**config.mk**
```make
export PLATFORM = sky130hd
export DESIGN_NAME = seven_seg_scan_ctrl
export DESIGN_NICKNAME = d
export VERILOG_FILES = /design/src/rtl/seven_seg_scan_ctrl.sv
export SDC_FILE = /design/constraint.sdc
export NUM_CORES = 1
export LEC_CHECK = 0
export CAP_MARGIN = 20
export CORE_ASPECT_RATIO = 2
export CORE_MARGIN = 10
export CORE_UTILIZATION = 34
export CTS_CLUSTER_DIAMETER = 40
export DETAILED_ROUTE_END_ITERATION = 8
export MAX_ROUTING_LAYER = met4
export PLACE_DENSITY_LB_ADDON = 0.15
export SYNTH_ARGS = -nofsm -noshare
export SYNTH_HDL_FRONTEND = slang
export SYNTH_SLANG_ARGS = --single-unit
```
**constraint.sdc**
```tcl
create_clock -name clk -period 2.8 [get_ports clk]
set_input_delay 0.42 -clock clk [delete_from_list [all_inputs] [get_ports clk]]
set_output_delay 0.42 -clock clk [all_outputs]
set_load 0.01 [all_outputs]
```
**src/rtl/seven_seg_scan_ctrl.sv**
```systemverilog
// Time-multiplexed scan controller for a common-anode seven-segment display.
// Double-buffers a packed BCD value and drives a shared decoder, digit enables and decimal point.
module seven_seg_scan_ctrl #(
    parameter int NUM_DIGITS   = 4,
    parameter int REFRESH_DIV  = 1000,
    parameter int BLANK_CYCLES = 16
) (
    input  logic                    clk,
    input  logic                    rst_n,
    input  logic                    enable,
    input  logic                    load,
    input  logic [4*NUM_DIGITS-1:0] value_in,
    input  logic [NUM_DIGITS-1:0]   dp_in,
    input  logic                    lz_suppress,
    output logic [3:0]              bcd_out,
    output logic                    dp_out,
    output logic [NUM_DIGITS-1:0]   digit_en_n,
    output logic                    frame_done
);

    localparam int IW          = (NUM_DIGITS > 1) ? $clog2(NUM_DIGITS) : 1;
    localparam int CW          = (REFRESH_DIV > 1) ? $clog2(REFRESH_DIV) : 1;
    localparam int SHOW_CYCLES = REFRESH_DIV - BLANK_CYCLES;

    localparam logic [CW-1:0] BLANK_LAST = CW'(BLANK_CYCLES - 1);
    localparam logic [CW-1:0] SHOW_LAST  = CW'(SHOW_CYCLES - 1);
    localparam logic [IW-1:0] LAST_DIGIT = IW'(NUM_DIGITS - 1);

    typedef enum logic [1:0] {
        S_IDLE  = 2'd0,
        S_BLANK = 2'd1,
        S_SHOW  = 2'd2
    } state_t;

    state_t                  state;
    state_t                  state_next;
    logic [IW-1:0]           idx;
    logic [IW-1:0]           idx_next;
    logic [CW-1:0]           cnt;
    logic [CW-1:0]           cnt_next;

    logic [4*NUM_DIGITS-1:0] shadow_val;
    logic [NUM_DIGITS-1:0]   shadow_dp;
    logic [4*NUM_DIGITS-1:0] active_val;
    logic [NUM_DIGITS-1:0]   active_dp;
    logic [4*NUM_DIGITS-1:0] active_val_next;
    logic [NUM_DIGITS-1:0]   active_dp_next;
    logic                    frame_end;

    logic [3:0]              bcd_next;
    logic                    dp_next;
    logic [NUM_DIGITS-1:0]   en_next;
    logic                    fd_next;

    function automatic logic [3:0] nibble_at(input logic [4*NUM_DIGITS-1:0] v,
                                             input logic [IW-1:0]           i);
        logic [3:0] r;
        r = '0;
        for (int j = 0; j < NUM_DIGITS; j++) begin
            if (IW'(j) == i) r = v[4*j +: 4];
        end
        return r;
    endfunction

    function automatic logic dp_at(input logic [NUM_DIGITS-1:0] d,
                                   input logic [IW-1:0]         i);
        logic r;
        r = 1'b0;
        for (int j = 0; j < NUM_DIGITS; j++) begin
            if (IW'(j) == i) r = d[j];
        end
        return r;
    endfunction

    // Digit i is a leading zero when it and every more significant nibble are zero.
    function automatic logic is_suppressed(input logic [4*NUM_DIGITS-1:0] v,
                                           input logic [IW-1:0]           i,
                                           input logic                    lz);
        logic all_zero;
        all_zero = 1'b1;
        for (int j = 0; j < NUM_DIGITS; j++) begin
            if ((IW'(j) >= i) && (v[4*j +: 4] != 4'd0)) all_zero = 1'b0;
        end
        return lz && (i != '0) && all_zero;
    endfunction

    assign frame_end = (state == S_SHOW) && (cnt == SHOW_LAST) && (idx == LAST_DIGIT);

    // Active data reloads while idle and at each frame boundary; it takes the pre-load shadow.
    assign active_val_next = ((state == S_IDLE) || frame_end) ? shadow_val : active_val;
    assign active_dp_next  = ((state == S_IDLE) || frame_end) ? shadow_dp  : active_dp;

    always_ff @(posedge clk or negedge rst_n) begin
        if (!rst_n) begin
            state <= S_IDLE;
            idx   <= '0;
            cnt   <= '0;
        end else begin
            state <= state_next;
            idx   <= idx_next;
            cnt   <= cnt_next;
        end
    end

    always_comb begin
        state_next = state;
        idx_next   = idx;
        cnt_next   = cnt;
        if (!enable) begin
            state_next = S_IDLE;
            idx_next   = '0;
            cnt_next   = '0;
        end else begin
            case (state)
                S_IDLE: begin
                    state_next = S_BLANK;
                    idx_next   = '0;
                    cnt_next   = '0;
                end
                S_BLANK: begin
                    if (cnt == BLANK_LAST) begin
                        state_next = S_SHOW;
                        cnt_next   = '0;
                    end else begin
                        cnt_next = cnt + 1'b1;
                    end
                end
                S_SHOW: begin
                    if (cnt == SHOW_LAST) begin
                        state_next = S_BLANK;
                        cnt_next   = '0;
                        idx_next   = (idx == LAST_DIGIT) ? '0 : idx + 1'b1;
                    end else begin
                        cnt_next = cnt + 1'b1;
                    end
                end
                default: begin
                    state_next = S_IDLE;
                    idx_next   = '0;
                    cnt_next   = '0;
                end
            endcase
        end
    end

    // Outputs are computed for the upcoming cycle and registered, so nothing is combinational from inputs.
    always_comb begin
        bcd_next = '0;
        dp_next  = 1'b0;
        en_next  = '1;
        fd_next  = 1'b0;
        case (state_next)
            S_BLANK: begin
                bcd_next = nibble_at(active_val_next, idx_next);
            end
            S_SHOW: begin
                bcd_next = nibble_at(active_val_next, idx_next);
                fd_next  = (cnt_next == SHOW_LAST) && (idx_next == LAST_DIGIT);
                if (state == S_SHOW) begin
                    // Suppression is decided once on slot entry and held for the slot.
                    en_next = digit_en_n;
                    dp_next = dp_out;
                end else if (!is_suppressed(active_val_next, idx_next, lz_suppress)) begin
                    dp_next = dp_at(active_dp_next, idx_next);
                    for (int j = 0; j < NUM_DIGITS; j++) begin
                        if (IW'(j) == idx_next) en_next[j] = 1'b0;
                    end
                end
            end
            default: begin
                bcd_next = '0;
            end
        endcase
    end

    always_ff @(posedge clk or negedge rst_n) begin
        if (!rst_n) begin
            bcd_out    <= '0;
            dp_out     <= 1'b0;
            digit_en_n <= '1;
            frame_done <= 1'b0;
        end else begin
            bcd_out    <= bcd_next;
            dp_out     <= dp_next;
            digit_en_n <= en_next;
            frame_done <= fd_next;
        end
    end

    always_ff @(posedge clk or negedge rst_n) begin
        if (!rst_n) begin
            shadow_val <= '0;
            shadow_dp  <= '0;
            active_val <= '0;
            active_dp  <= '0;
        end else begin
            if (load) begin
                shadow_val <= value_in;
                shadow_dp  <= dp_in;
            end
            active_val <= active_val_next;
            active_dp  <= active_dp_next;
        end
    end

endmodule
```
* Word-level counts from Yosys, hierarchy flattened
Index checks and enable logic that the tools add are counted.
** Operators by class
- Add/sub/neg operators :: 2
- Reduce and logical (&&, ||, !) cells :: 18
- Multipliers :: 0
- Divide/modulo/power cells :: 0
- Bitwise gates (word level) :: 0
- Multiplexer cells :: 40
- Magnitude comparators :: 4
- Shifts and indexed selects :: 0
- Eq/ne operators :: 13
** Operator list (count)
- $mux 4 :: 9
- $mux 10 :: 3
- $eq 10x10->1 const B :: 2
- $pmux 10 s2 :: 1
- $mux 1 :: 18
- $mux 16 :: 1
- $reduce_bool 4->1 :: 4
- $mux 2 :: 6
- $add 10x1->10 const B :: 1
- $eq 10x4->1 const B :: 1
- $logic_and 1x1->1 :: 9
- $eq 2x2->1 const B :: 4
- $pmux 2 s3 :: 1
- $eq 2x1->1 const B :: 2
- $eq 2x2->1 const A :: 2
- $ge 1x2->1 const A :: 2
- $ge 2x2->1 const A :: 2
- $logic_not 2->1 :: 2
- $pmux 2 s2 :: 1
- $add 2x1->2 const B :: 1
- $eq 1x2->1 const A :: 1
- $ne 2x2->1 const B :: 1
- $reduce_bool 2->1 :: 1
- $reduce_or 2->1 :: 1
- $logic_or 1x1->1 :: 1
** Storage, ports and cells
- Bits in latches :: 0
- Logic and storage cells :: 88
- Memories kept :: 0
- Input port bits :: 25
- Bits in read-only memories :: 0
- Output and inout bits :: 10
- RAM bits :: 0
- Register bits :: 64

* Logic depth before layout (Yosys ltp)
Gate-level depths: netlist of run 1.
- Depth in word-level cells :: 17
- Depth in mapped cells :: 12

* Worst setup path after synthesis of run 1
OpenSTA, ideal clock, no wires.
- Kind :: register to register
- From :: reg cnt[6]
- To :: reg frame_done
- Data required time :: 2.714 ns
- Setup time :: 0.086 ns
- Arrival :: 2.754 ns
- Slack :: -0.040 ns
- Stages on the path, launching flop included :: 10
- Path through :: dfrtp_1 -> or4_1 -> o41ai_1 -> a21oi_1 -> o21ai_0 -> ha_1 -> nand4_1 -> or4_1 -> or4_1 -> nor3_1
** On the way
- Word-level cells in the longest chain between the ends :: 7
- Elaborated cells on any way between the ends :: 19
** Ends and longest elaborated chain
- start, declared :: line 39 : logic [CW-1:0] cnt;
- start signal, assigned :: line 101 : cnt <= cnt_next;
- $add 10x1->10, or another cell as far along :: line 125, 134
- $mux 10, or another cell as far along :: line 129 : if (cnt == SHOW_LAST) begin
- $pmux 10 s2 or $pmux 2 s2 (tied branches) :: line 114 : case (state)
- $mux 10 or $mux 2 (tied branches) :: line 109 : if (!enable) begin
- $eq 10x10->1 or $eq 2x2->1 (tied branches) :: line 158 : fd_next = (cnt_next == SHOW_LAST) && (idx_next == LAST_DIGIT);
- $logic_and 1x1->1 :: line 158
- $mux 1 (*) :: line 152 : case (state_next)
- net fd_next :: line 53 : logic fd_next;
- end signal, assigned :: line 186 : frame_done <= fd_next;
- end, declared :: line 18 : output logic frame_done
Mark *: on every way through the listed nets, which the timed path passes. The rest lies on a longest branch.
A chain may end at the register's enable or synchronous reset.

* Worst setup path after layout of run 1
- From :: reg cnt[6]
- To :: reg frame_done
** On the way
- Elaborated cells on any way between the ends :: 19
** RTL lines
- $eq 10x10->1 or $eq 10x4->1 (tied branches) :: line 129, 121
- $mux 2, on equally long branches :: line 129, 121
- $pmux 2 s3 (*) :: line 114
- $mux 2 (*) :: line 109
- net state_next[1] :: line 36 : state_t state_next;
- $eq 2x2->1 (*) :: line 152
- $mux 1 (*) :: line 152
- net fd_next :: line 53
Marked as above.

==> summary.txt, run 1 <==
Placement
  • Inst Count DP: just over 400
  • Dpl hpwl: 5800 µm
  • Setup WS pre-CTS: -0.120 ns
  • GP Congestion: 0.831
  • Buffers on Ports: 34

Drt
  • DRT antenna net count: 0
  • Pre-antenna DRT Iters: 4
  • Post-Route WL: 7380 µm
  • Via total after detailed routing: approximately 2200
  • Wire length per cell: around 17 µm
  • Residual DRC: 0
  • Starting DRT DRC Count: 98
  • Routed vias/inst: around 5.3

Yosys
  • Top cell type's share of synthesized area: just under 50%
  • Number of synthesized flops with an enable pin: 0
  • Post-Synth Adder-Cell Area: approximately 2.8%
  • Synthesized area per cell: about 12 µm²
  • Post-Synth XOR/XNOR Area: 2.28%
  • Cells after Synth: approximately 260
  • Seq cells post-synth: 64
  • Yosys warnings: 0
  • Main area contributors after synthesis: dfrtp_1, mux2_2, dfstp_2
  • Synthesized cell area: 0.00308 mm²
  • Post-synthesis compound-gate area fraction: under 10%
  • Register area share after synthesis: 52.2%
  • Async set or reset register ratio after synthesis: 100%
  • Simple-Gate Fraction of Synth Area: 13.9%
  • Unique masters post-synth: 50
  • Largest area contributor in the netlist: dfrtp_1
  • Multiplexer share of the synthesized area: ~16%
  • Largest family of logic cells by synthesized area: multiplexers
  • Syn nets: 288
  • Synth Flop Type: dfrtp_1

Finish
  • Share of layout cells above drive strength 1: around a third
  • Layout fillers: between 800 and 900
  • Diode count: 0
  • Layout area overhead: 29.1%
  • Final net count: roughly 350
  • Fin cells: about 420

Run
  • Max cap viols: 0

GRT
  • First-pass GRT wire length: approximately 12000 µm
  • Largest net degree at the start of global routing: 65
  • Grt ovf: 0
  • Initial antenna violation count: 0
  • Vias in the first global route: about 2500
  • Total GRT Usage: 12.0%

Floorplan
  • Die width: 87.3 µm
  • Starting Density: around a third
  • Row count: a little under 50
  • Ports: 35
  • Die height: approximately 150 µm
  • Placeable Area: between 0.008 and 0.009 mm²
  • Die ar.: around 0.013 mm²

Timing
  • Max Clk Rate: between 300 and 400 MHz
  • Final worst slack: slightly below 0.07 ns
  • Final Hold Vio Count: 0
  • Least-Margin Pin Slew: just over 0.8 ns
  • Final count of pins violating max slew: 0
  • Final hold slack: 0.260 ns
  • Post-Route Setup TNS: 0 ns
  • Minimum clock period: ~2.7 ns
  • Slew HR: between 40% and 50%
  • RSZ-0062 raised after global routing: yes
  • Final setup skew: 0.00693 ns
  • Setup Viol. Count Final: 0
  • Tcrit/Tclk final: 97.5%

Critical path
  • CP endpoint kind: flop
  • Crit Path Category: reg -> reg
  • RR Startpoint: cnt[6]$_DFF_PN0_
  • Crit-path max FO: 2
  • Crit path launch type: flop
  • Critical Path AT: about 3 ns
  • Max stage delay cell, worst path: or4_4
  • CP peak stage delay: around 0.56 ns
  • Worst Path Required: a little over 3 ns
  • Critical path's most frequent cell: or4_4
  • Critical path origin: cnt[6]$_DFF_PN0_
  • Crit path cell chain: or4_4 -> o41ai_2 -> nand2_1 -> o31ai_1 -> and2_1 -> ha_2 -> nand4_1 -> or4_1 -> or4_4 -> nor3_2

Outcome
  • Outcome: finished, final reports clean

Power and ir drop
  • Pwr Density: 583 mW/mm²
  • Leak Pwr: around 1.6 nW
  • VDD IR max: between 0.0003 and 0.0004 V
  • Design Power: between 2 and 2.5 mW

Clocking
  • H-tree depth: 3
  • Root buf cell: clkbuf_16
  • Sink Count: 64
  • Clock Path Buffers: 2
  • TritonCTS clock tree: yes
  • Clk slew on worst S/H paths: approximately 0.050 ns
  • CTS buffer count: 9
  • Worst skew pair latency: 0.32 ns
  • Post-CTS setup buffers: 0

Hold path
  • Type of the worst min-delay path: in -> async
## metal layers
| layer | routed length, µm | share of wire, % | track usage (%) |
|---|---|---|---|
| met1 | 2660 | 36 | 11.4 |
| met2 | 4230 | 57 | 21.0 |
| met3 | 233 | 3.2 | 2.84 |
| met4 | 255 | 3.5 | 7.33 |
| met5 | 0 | 0 | - |
## metrics by stage
stage / util (%) / instance area [µm²]
CTS: 44.0 / 3940
global route: 44.4 / 3980
detailed placement: 40.9 / 3660
finish: 44.4 / 3980
global placement: 40.9 / 3660
floorplan: - / 3090
## registers in the layout, indices dropped and copies added (netlist names)
signal and cells:
active_val 16, shadow_val 16, cnt 10, active_dp 4, bcd_out 4, digit_en_n 4
shadow_dp 4, idx 2, state 2, dp_out 1, frame_done 1
## worst max-delay path: cells and delay by family (launching register included)
| kind | cells | cell delay [ns] |
|---|---|---|
| AO/OA/AOI/OAI | 2 | 0.27 |
| adder cells (fa/ha/maj) | 1 | 0.18 |
| flip-flops | 1 | 0.37 |
| AND/OR/NAND/NOR | 7 | 1.82 |
## cell usage after synthesis, drive strengths merged, types with 4 or more instances
master  count
nor4        8
inv         8
nand3       5
o21ai       7
mux2       41
nand4       5
ha          7
and2        5
buf         7
dfrtp      60
a21oi       8
nand2      15
mux2i       4
dfstp       4
xor2        6
nor2       19
nor3        6
## timing repair
action,in CTS,in global routing
endpoints found under the setup margin,1,1
resized for setup,2,7
hold buffers,0,0
pin swaps,0,1
## where the power goes
group | switching, mW | internal (mW) | total [mW] | leakage (nW)
Clock | 0.367 | 0.646 | 1.01 | 0.134
Sequential | 0.0417 | 1.01 | 1.05 | 0.785
Combinational | 0.113 | 0.140 | 0.252 | 0.716
## cell families after synthesis
group	Yosys count
AND/OR/NAND/NOR	78
flip-flops	64
multiplexers	45
AO/OA/AOI/OAI	36
buffers and inverters	18
XOR/XNOR	8
adder cells (fa/ha/maj)	7
## layout by cell type (no fill, tap or decap), types with 4 or more instances in the layout
cell type	Yosys	routed
a21oi_1	8	8
buf_4	2	25
clkbuf_1	2	4
clkbuf_16	0	9
clkdlybuf4s50_1	0	33
dfrtp_1	60	60
dfstp_2	4	4
ha_1	7	5
inv_1	8	8
mux2_2	41	41
mux2i_1	4	4
nand2_1	15	15
nand3_1	5	4
nand4_1	5	5
nor2_1	19	19
nor3_1	6	5
nor4_1	8	8
o21ai_0	6	5
xor2_1	6	6
## final timing paths
kind / end / slack (ns) / depth (start not counted)
setup / recovery: frame_done$_DFF_PN0_ / 0.07 / 10
hold / removal: cnt[4]$_DFF_PN0_ / 0.26 / 2
setup reg to reg: frame_done$_DFF_PN0_ / 0.07 / 10
hold reg to reg: digit_en_n[0]$_DFFE_PN1P_ / 0.49 / 2
max in group asynchronous: cnt[1]$_DFF_PN0_ / 1.99 / 2
min in group clk: digit_en_n[0]$_DFFE_PN1P_ / 0.49 / 2
## cell type report
| type | instances | area (µm²) | share of cell area [%] |
|---|---|---|---|
| repair buffers | 59 | 523 | 13.2 |
| clock buffers | 15 | 268 | 6.74 |
| flip-flops and latches | 64 | 1610 | 40.4 |
| inverters | 8 | 30.0 | 0.755 |
| multi-input cells | 174 | 1420 | 35.6 |
| well taps | 102 | 128 | 3.21 |
| clock inverters | 1 | 5.00 | 0.126 |
(Power assumes the default switching activity.)
==> run 2, diff against run 1 <==
Settings changed: CORE_UTILIZATION 34 to 40.
==> summary.txt, run 2 (synthesis results as in run 1) <==
Timing
  • Max Clk Rate: 359 MHz (was 366 MHz)
  • Final setup skew: 0.00395 ns (was 0.00693 ns)
  • Tcrit/Tclk final: 99.5% (was 97.5%)
  • Final Hold Vio Count: 0 (unchanged)
  • Setup Viol. Count Final: 0 (unchanged)
  • Least-Margin Pin Slew: 0.702 ns (was 0.818 ns)
  • RSZ-0062 raised after global routing: yes (unchanged)
  • Final hold slack: 0.144 ns (was 0.260 ns)
  • Final count of pins violating max slew: 0 (unchanged)
  • Post-Route Setup TNS: 0 ns (unchanged)
  • Slew HR: 53.2% (was 45.4%)
  • Minimum clock period: 2.79 ns (was 2.73 ns)

Drt
  • DRT antenna net count: 0 (unchanged)
  • Residual DRC: 0 (unchanged)
  • Starting DRT DRC Count: 119 (was 98)
  • Pre-antenna DRT Iters: 4 (unchanged)
  • Wire length per cell: 17.3 µm (was 17.4 µm)
  • Routed vias/inst: 5.33 (was 5.27)
  • Via total after detailed routing: 2218 (was 2228)
  • Post-Route WL: 7190 µm (was 7380 µm)

Finish
  • Share of layout cells above drive strength 1: 32.9% (was 31.8%)
  • Final net count: 349 (was 348)
  • Fin cells: 416 (was 423)
  • Commonest non-fill, non-tap cell in the layout: dfrtp_1 (unchanged)
  • Commonest non-fill, non-tap cells in the layout: dfrtp_1, mux2_2, clkdlybuf4s50_1 (unchanged)
  • Layout area overhead: 30.4% (was 29.1%)
  • Largest registers: active_val (16), shadow_val (16), cnt (10) (unchanged)
  • Diode count: 0 (unchanged)

GRT
  • Initial antenna violation count: 0 (unchanged)
  • Vias in the first global route: 2421 (was 2450)
  • Largest net degree at the start of global routing: 36 (was 65)
  • First-pass GRT wire length: 12000 µm (was 12200 µm)
  • Grt ovf: 0 (unchanged)
  • Total GRT Usage: 13.8% (was 12.0%)

Critical path
  • Reg2Reg Depth: 9 (was 10)
  • Critical path origin: cnt[6]$_DFF_PN0_ (unchanged)
  • FF-to-FF End: frame_done$_DFF_PN0_ (unchanged)
  • Crit path launch type: flop (unchanged)
  • Crit-path max FO: 2 (unchanged)
  • CP peak stage delay: 0.56 ns (about the same)
  • Critical Path AT: 3.04 ns (was 2.98 ns)
  • Crit path cell chain: or4_4 -> o41ai_4 -> a21oi_1 -> o21ai_1 -> ha_2 -> nand4_1 -> or4_1 -> or4_4 -> nor3_2 (was or4_4 -> o41ai_2 -> nand2_1 -> o31ai_1 -> and2_1 -> ha_2 -> nand4_1 -> or4_1 -> or4_4 -> nor3_2)
  • Crit Path Category: reg -> reg (unchanged)
  • Worst setup path endpoint: frame_done$_DFF_PN0_ (unchanged)
  • RR Startpoint: cnt[6]$_DFF_PN0_ (unchanged)
  • Worst Path Required: 3.05 ns (about the same)
  • Max stage delay cell, worst path: or4_4 (unchanged)
  • Reg2Reg Setup Slack: 0.01 ns (was 0.07 ns)
  • CP endpoint kind: flop (unchanged)
  • Critical path's most frequent cell: or4_4 (unchanged)

Run
  • Max cap viols: 0 (unchanged)

Placement
  • Dpl hpwl: 5590 µm (was 5800 µm)
  • Inst Count DP: 398 (was 407)
  • GP Congestion: 0.869 (was 0.831)
  • Buffers on Ports: 34 (unchanged)

Floorplan
  • Starting Density: 40.8% (was 34.4%)
  • Die height: 144 µm (was 155 µm)
  • Row count: 45 (was 49)
  • Placeable Area: 0.00754 mm² (was 0.00895 mm²)
  • Ports: 35 (unchanged)
  • Die width: 82.0 µm (was 87.3 µm)
  • Die ar.: 0.0118 mm² (was 0.0135 mm²)

Clocking
  • Root buf cell: clkbuf_16 (unchanged)
  • H-tree depth: 3 (unchanged)
  • Sink Count: 64 (unchanged)
  • TritonCTS clock tree: yes (unchanged)
  • Hold Buf Count CTS: 0 (unchanged)
  • Clock Path Buffers: 2 (unchanged)
  • Clk slew on worst S/H paths: 0.05 ns (about the same)
  • Worst skew pair latency: 0.33 ns (was 0.32 ns)
  • CTS buffer count: 9 (unchanged)

Hold path
  • Type of the worst min-delay path: in -> async (unchanged)

Outcome
  • Outcome: finished, final reports clean (unchanged)

Power and ir drop
  • VDD IR max: 0.000516 V (was 0.000388 V)
  • Pwr Density: 601 mW/mm² (was 583 mW/mm²)
  • Leak Pwr: 1.66 nW (was 1.64 nW)
-- run 2: layer usage --
metal / up-vias / global-route usage (%) / wire length [µm]
li1: 1058 / - / -
met1: 1104 / 14.0 / 2760
met2: 43 / 23.7 / 4000
met3: 13 / 3.73 / 213
met4: 0 / 6.49 / 218
met5: - / - / 0
-- run 2: layout make-up --
cell class | count | area (µm²)
tap | 94 | 118
timing repair buffer | 60 | 543
inverter | 8 | 30.0
multi-input combinational | 174 | 1420
clock inverter | 3 | 40.0
clock buffer | 13 | 260
fill | 712 | 3530
sequential | 64 | 1610
-- run 2: worst min-delay path by stage --
stage | slack, ns | cells past startpoint | end | from
after floorplan | 0.12 | 0 | active_dp[0]$_DFF_PN0_ | rst_n
after global placement | 0.48 | 1 | active_val[1]$_DFF_PN0_ | active_val[1]$_DFF_PN0_
after detailed placement | 0.49 | 1 | active_val[1]$_DFF_PN0_ | active_val[1]$_DFF_PN0_
after CTS | 0.16 | 1 | shadow_dp[3]$_DFFE_PN0P_ | rst_n
after global routing | 0.19 | 1 | shadow_dp[3]$_DFFE_PN0P_ | rst_n
final | 0.14 | 1 | cnt[8]$_DFF_PN0_ | rst_n
-- run 2: repair_timing --
action	4_1_cts	5_1_grt
buffers inserted	0	2
gates resized for setup	4	6
endpoints found under the setup margin	1	3
pin swaps	0	2
-- run 2: stage by stage --
stage / worst slack [ns] / instance area [µm²] / total power [mW] / util, %
2_1_floorplan: 0.0153 / 3090 / 1.20 / -
4_1_cts: -0.0221 / 3980 / 2.44 / 52.7
6_report: 0.0149 / 4020 / 2.41 / 53.2
3_5_place_dp: -0.111 / 3650 / 1.32 / 48.4
3_3_place_gp: -0.0237 / 3650 / 1.32 / 48.4
5_1_grt: -0.123 / 4020 / 2.53 / 53.2
-- run 2: power breakdown --
group          leakage (nW)  internal [mW]  switching (mW)
clock network         0.150          0.734           0.374
logic                 0.727          0.142           0.112
registers             0.785           1.01          0.0426
-- run 2: worst max-delay path, delay by kind of cell (launching register included) --
kind,cells,cell delay [ns]
compound gates,3,0.55
flops,1,0.37
fa+ha+maj,1,0.21
simple gates,5,1.56
==> run 3, diff against run 2 <==
Settings changed: MAX_ROUTING_LAYER met4 to not set.
Clock period 2.8 ns to 3.2 ns, I/O delays scaled along.
==> summary.txt, run 3 (synthesis results as in run 1) <==
Clocking
  • Clk slew on worst S/H paths: 0.06 ns (was 0.05 ns)
  • CTS buffer count: 9 (unchanged)
  • Clock Path Buffers: 2 (unchanged)
  • Hold Buf Count CTS: 0 (unchanged)
  • Worst skew pair latency: 0.33 ns (about the same)
  • TritonCTS clock tree: yes (unchanged)
  • H-tree depth: 3 (unchanged)
  • Root buf cell: clkbuf_16 (unchanged)
  • Post-CTS setup buffers: 0 (unchanged)
  • Sink Count: 64 (unchanged)

Run
  • Max cap viols: 0 (unchanged)

Finish
  • Diode count: 0 (unchanged)
  • Commonest non-fill, non-tap cells in the layout: dfrtp_1, mux2_2, clkdlybuf4s50_1 (unchanged)
  • Layout area overhead: 23.7% (was 30.4%)
  • Largest registers: active_val (16), shadow_val (16), cnt (10) (unchanged)
  • Share of layout cells above drive strength 1: 26.4% (was 32.9%)
  • Commonest non-fill, non-tap cell in the layout: dfrtp_1 (unchanged)
  • Final net count: 330 (was 349)

Hold path
  • Type of the worst min-delay path: in -> async (unchanged)

Timing
  • Post-Route Setup TNS: 0 ns (unchanged)
  • Max Clk Rate: 339 MHz (was 359 MHz)
  • Slew HR: 45.6% (was 53.2%)
  • Least-Margin Pin Slew: 0.816 ns (was 0.702 ns)
  • Tcrit/Tclk final: 92.1% (was 99.5%)
  • Minimum clock period: 2.95 ns (was 2.79 ns)
  • RSZ-0062 raised after global routing: no (was yes)
  • Final setup skew: 0.00755 ns (was 0.00395 ns)
  • Setup Viol. Count Final: 0 (unchanged)
  • Final count of pins violating max slew: 0 (unchanged)
  • Final Hold Vio Count: 0 (unchanged)
  • Final worst slack: 0.254 ns (was 0.0149 ns)

Critical path
  • Max stage delay cell, worst path: or4_1 (was or4_4)
  • CP endpoint kind: flop (unchanged)
  • Crit-path max FO: 6 (was 2)
  • Crit path cell chain: or4_1 -> o41ai_2 -> a21oi_1 -> o21ai_1 -> ha_1 -> nand4_1 -> or4_1 -> or4_1 -> nor3_1 (was or4_4 -> o41ai_4 -> a21oi_1 -> o21ai_1 -> ha_2 -> nand4_1 -> or4_1 -> or4_4 -> nor3_2)
  • Worst Path Required: 3.45 ns (was 3.05 ns)
  • FF-to-FF End: frame_done$_DFF_PN0_ (unchanged)
  • Reg2Reg Depth: 9 (unchanged)
  • CP peak stage delay: 0.59 ns (was 0.56 ns)
  • Crit path launch type: flop (unchanged)
  • RR Startpoint: cnt[6]$_DFF_PN0_ (unchanged)
  • Critical path's most frequent cell: or4_1 (was or4_4)
  • Critical Path AT: 3.19 ns (was 3.04 ns)
  • Reg2Reg Setup Slack: 0.25 ns (was 0.01 ns)
  • Crit Path Category: reg -> reg (unchanged)

Drt
  • Wire length per cell: 18.0 µm (was 17.3 µm)
  • Pre-antenna DRT Iters: 4 (unchanged)
  • Routed vias/inst: 5.39 (was 5.33)
  • Post-Route WL: 7130 µm (was 7190 µm)
  • Residual DRC: 0 (unchanged)
  • Via total after detailed routing: 2140 (was 2218)
  • Starting DRT DRC Count: 120 (was 119)
  • DRT antenna net count: 0 (unchanged)

GRT
  • First-pass GRT wire length: 11800 µm (was 12000 µm)
  • Grt ovf: 0 (unchanged)
  • Initial antenna violation count: 0 (unchanged)
  • Global Route met3 Usage: 3.54% (was 3.73%)
  • Largest net degree at the start of global routing: 65 (was 36)
  • GR Util met2: 23.2% (was 23.7%)
  • Total GRT Usage: 13.1% (was 13.8%)
  • Vias in the first global route: 2363 (was 2421)
  • Top Usage Layer GRT: met2 (unchanged)
  • M1 GR Usage: 13.3% (was 14.0%)

Floorplan
  • Die width: 82.0 µm (unchanged)
  • Placeable Area: 0.00754 mm² (unchanged)
  • Die height: 144 µm (unchanged)
  • Row count: 45 (unchanged)
  • Die ar.: 0.0118 mm² (unchanged)
  • Starting Density: 40.8% (unchanged)
  • Ports: 35 (unchanged)

Power and ir drop
  • Design Power: 2.10 mW (was 2.41 mW)
  • Pwr Density: 550 mW/mm² (was 601 mW/mm²)
  • Leak Pwr: 1.54 nW (was 1.66 nW)
  • VDD IR max: 0.000376 V (was 0.000516 V)

Placement
  • GP Congestion: 0.828 (was 0.869)
  • Buffers on Ports: 34 (unchanged)
  • Dpl hpwl: 5350 µm (was 5590 µm)
  • Setup WS pre-CTS: 0.110 ns (was -0.111 ns)

Outcome
  • Outcome: finished, final reports clean (unchanged)
[run 3: final cells by class]
| type | count | area, µm² |
|---|---|---|
| Multi-Input combinational cell | 174 | 1370 |
| Tap cell | 94 | 118 |
| Timing Repair Buffer | 41 | 388 |
| Sequential cell | 64 | 1610 |
| Fill cell | 707 | 3740 |
| Clock buffer | 9 | 225 |
| Clock inverter | 7 | 71.3 |
| Inverter | 8 | 30.0 |
[run 3: layer usage]
metal	part of all wire, %	routed length, µm
met1	37	2620
met4	3.4	243
met3	4.1	289
met2	56	3980
met5	0	0
[run 3: critical path, delay by kind of cell, from the launching register on]
kind / cells / cell delay [ns]
AO/OA/AOI/OAI: 3 / 0.59
adder cells (fa/ha/maj): 1 / 0.21
flip-flops: 1 / 0.44
AND/OR/NAND/NOR: 5 / 1.63
[run 3: worst max-delay path by stage]
stage / from / endpoint / slack, ns
after floorplan: cnt[6]$_DFF_PN0_ / frame_done$_DFF_PN0_ / 0.36
after global placement: cnt[6]$_DFF_PN0_ / frame_done$_DFF_PN0_ / 0.22
after detailed placement: cnt[6]$_DFF_PN0_ / frame_done$_DFF_PN0_ / 0.11
after CTS: cnt[6]$_DFF_PN0_ / frame_done$_DFF_PN0_ / 0.09
after global routing: cnt[6]$_DFF_PN0_ / frame_done$_DFF_PN0_ / 0.004
final: cnt[6]$_DFF_PN0_ / frame_done$_DFF_PN0_ / 0.25
[run 3: report_power, final]
group | switching (mW) | internal, mW | total (mW)
combinational | 0.0958 | 0.116 | 0.212
sequential | 0.0362 | 0.882 | 0.918
clock | 0.364 | 0.602 | 0.965
total | 0.495 | 1.60 | 2.10
[run 3: stage by stage]
stage / hold slack, ns / util, % / cell area, µm² / std cells
finish: 0.307 / 50.5 / 3810 / 397
floorplan: 0.184 / - / 3080 / 256
CTS: 0.361 / 50.4 / 3800 / 397
detailed placement: 0.491 / 46.5 / 3500 / 381
global placement: 0.480 / 46.5 / 3500 / 381
global route: 0.413 / 50.5 / 3810 / 397
[run 3: repair_timing]
item | 4_1_cts | 5_1_grt
gates resized for setup | 0 | 2
setup endpoints to repair | 0 | 1
hold endpoints to repair | 0 | 0
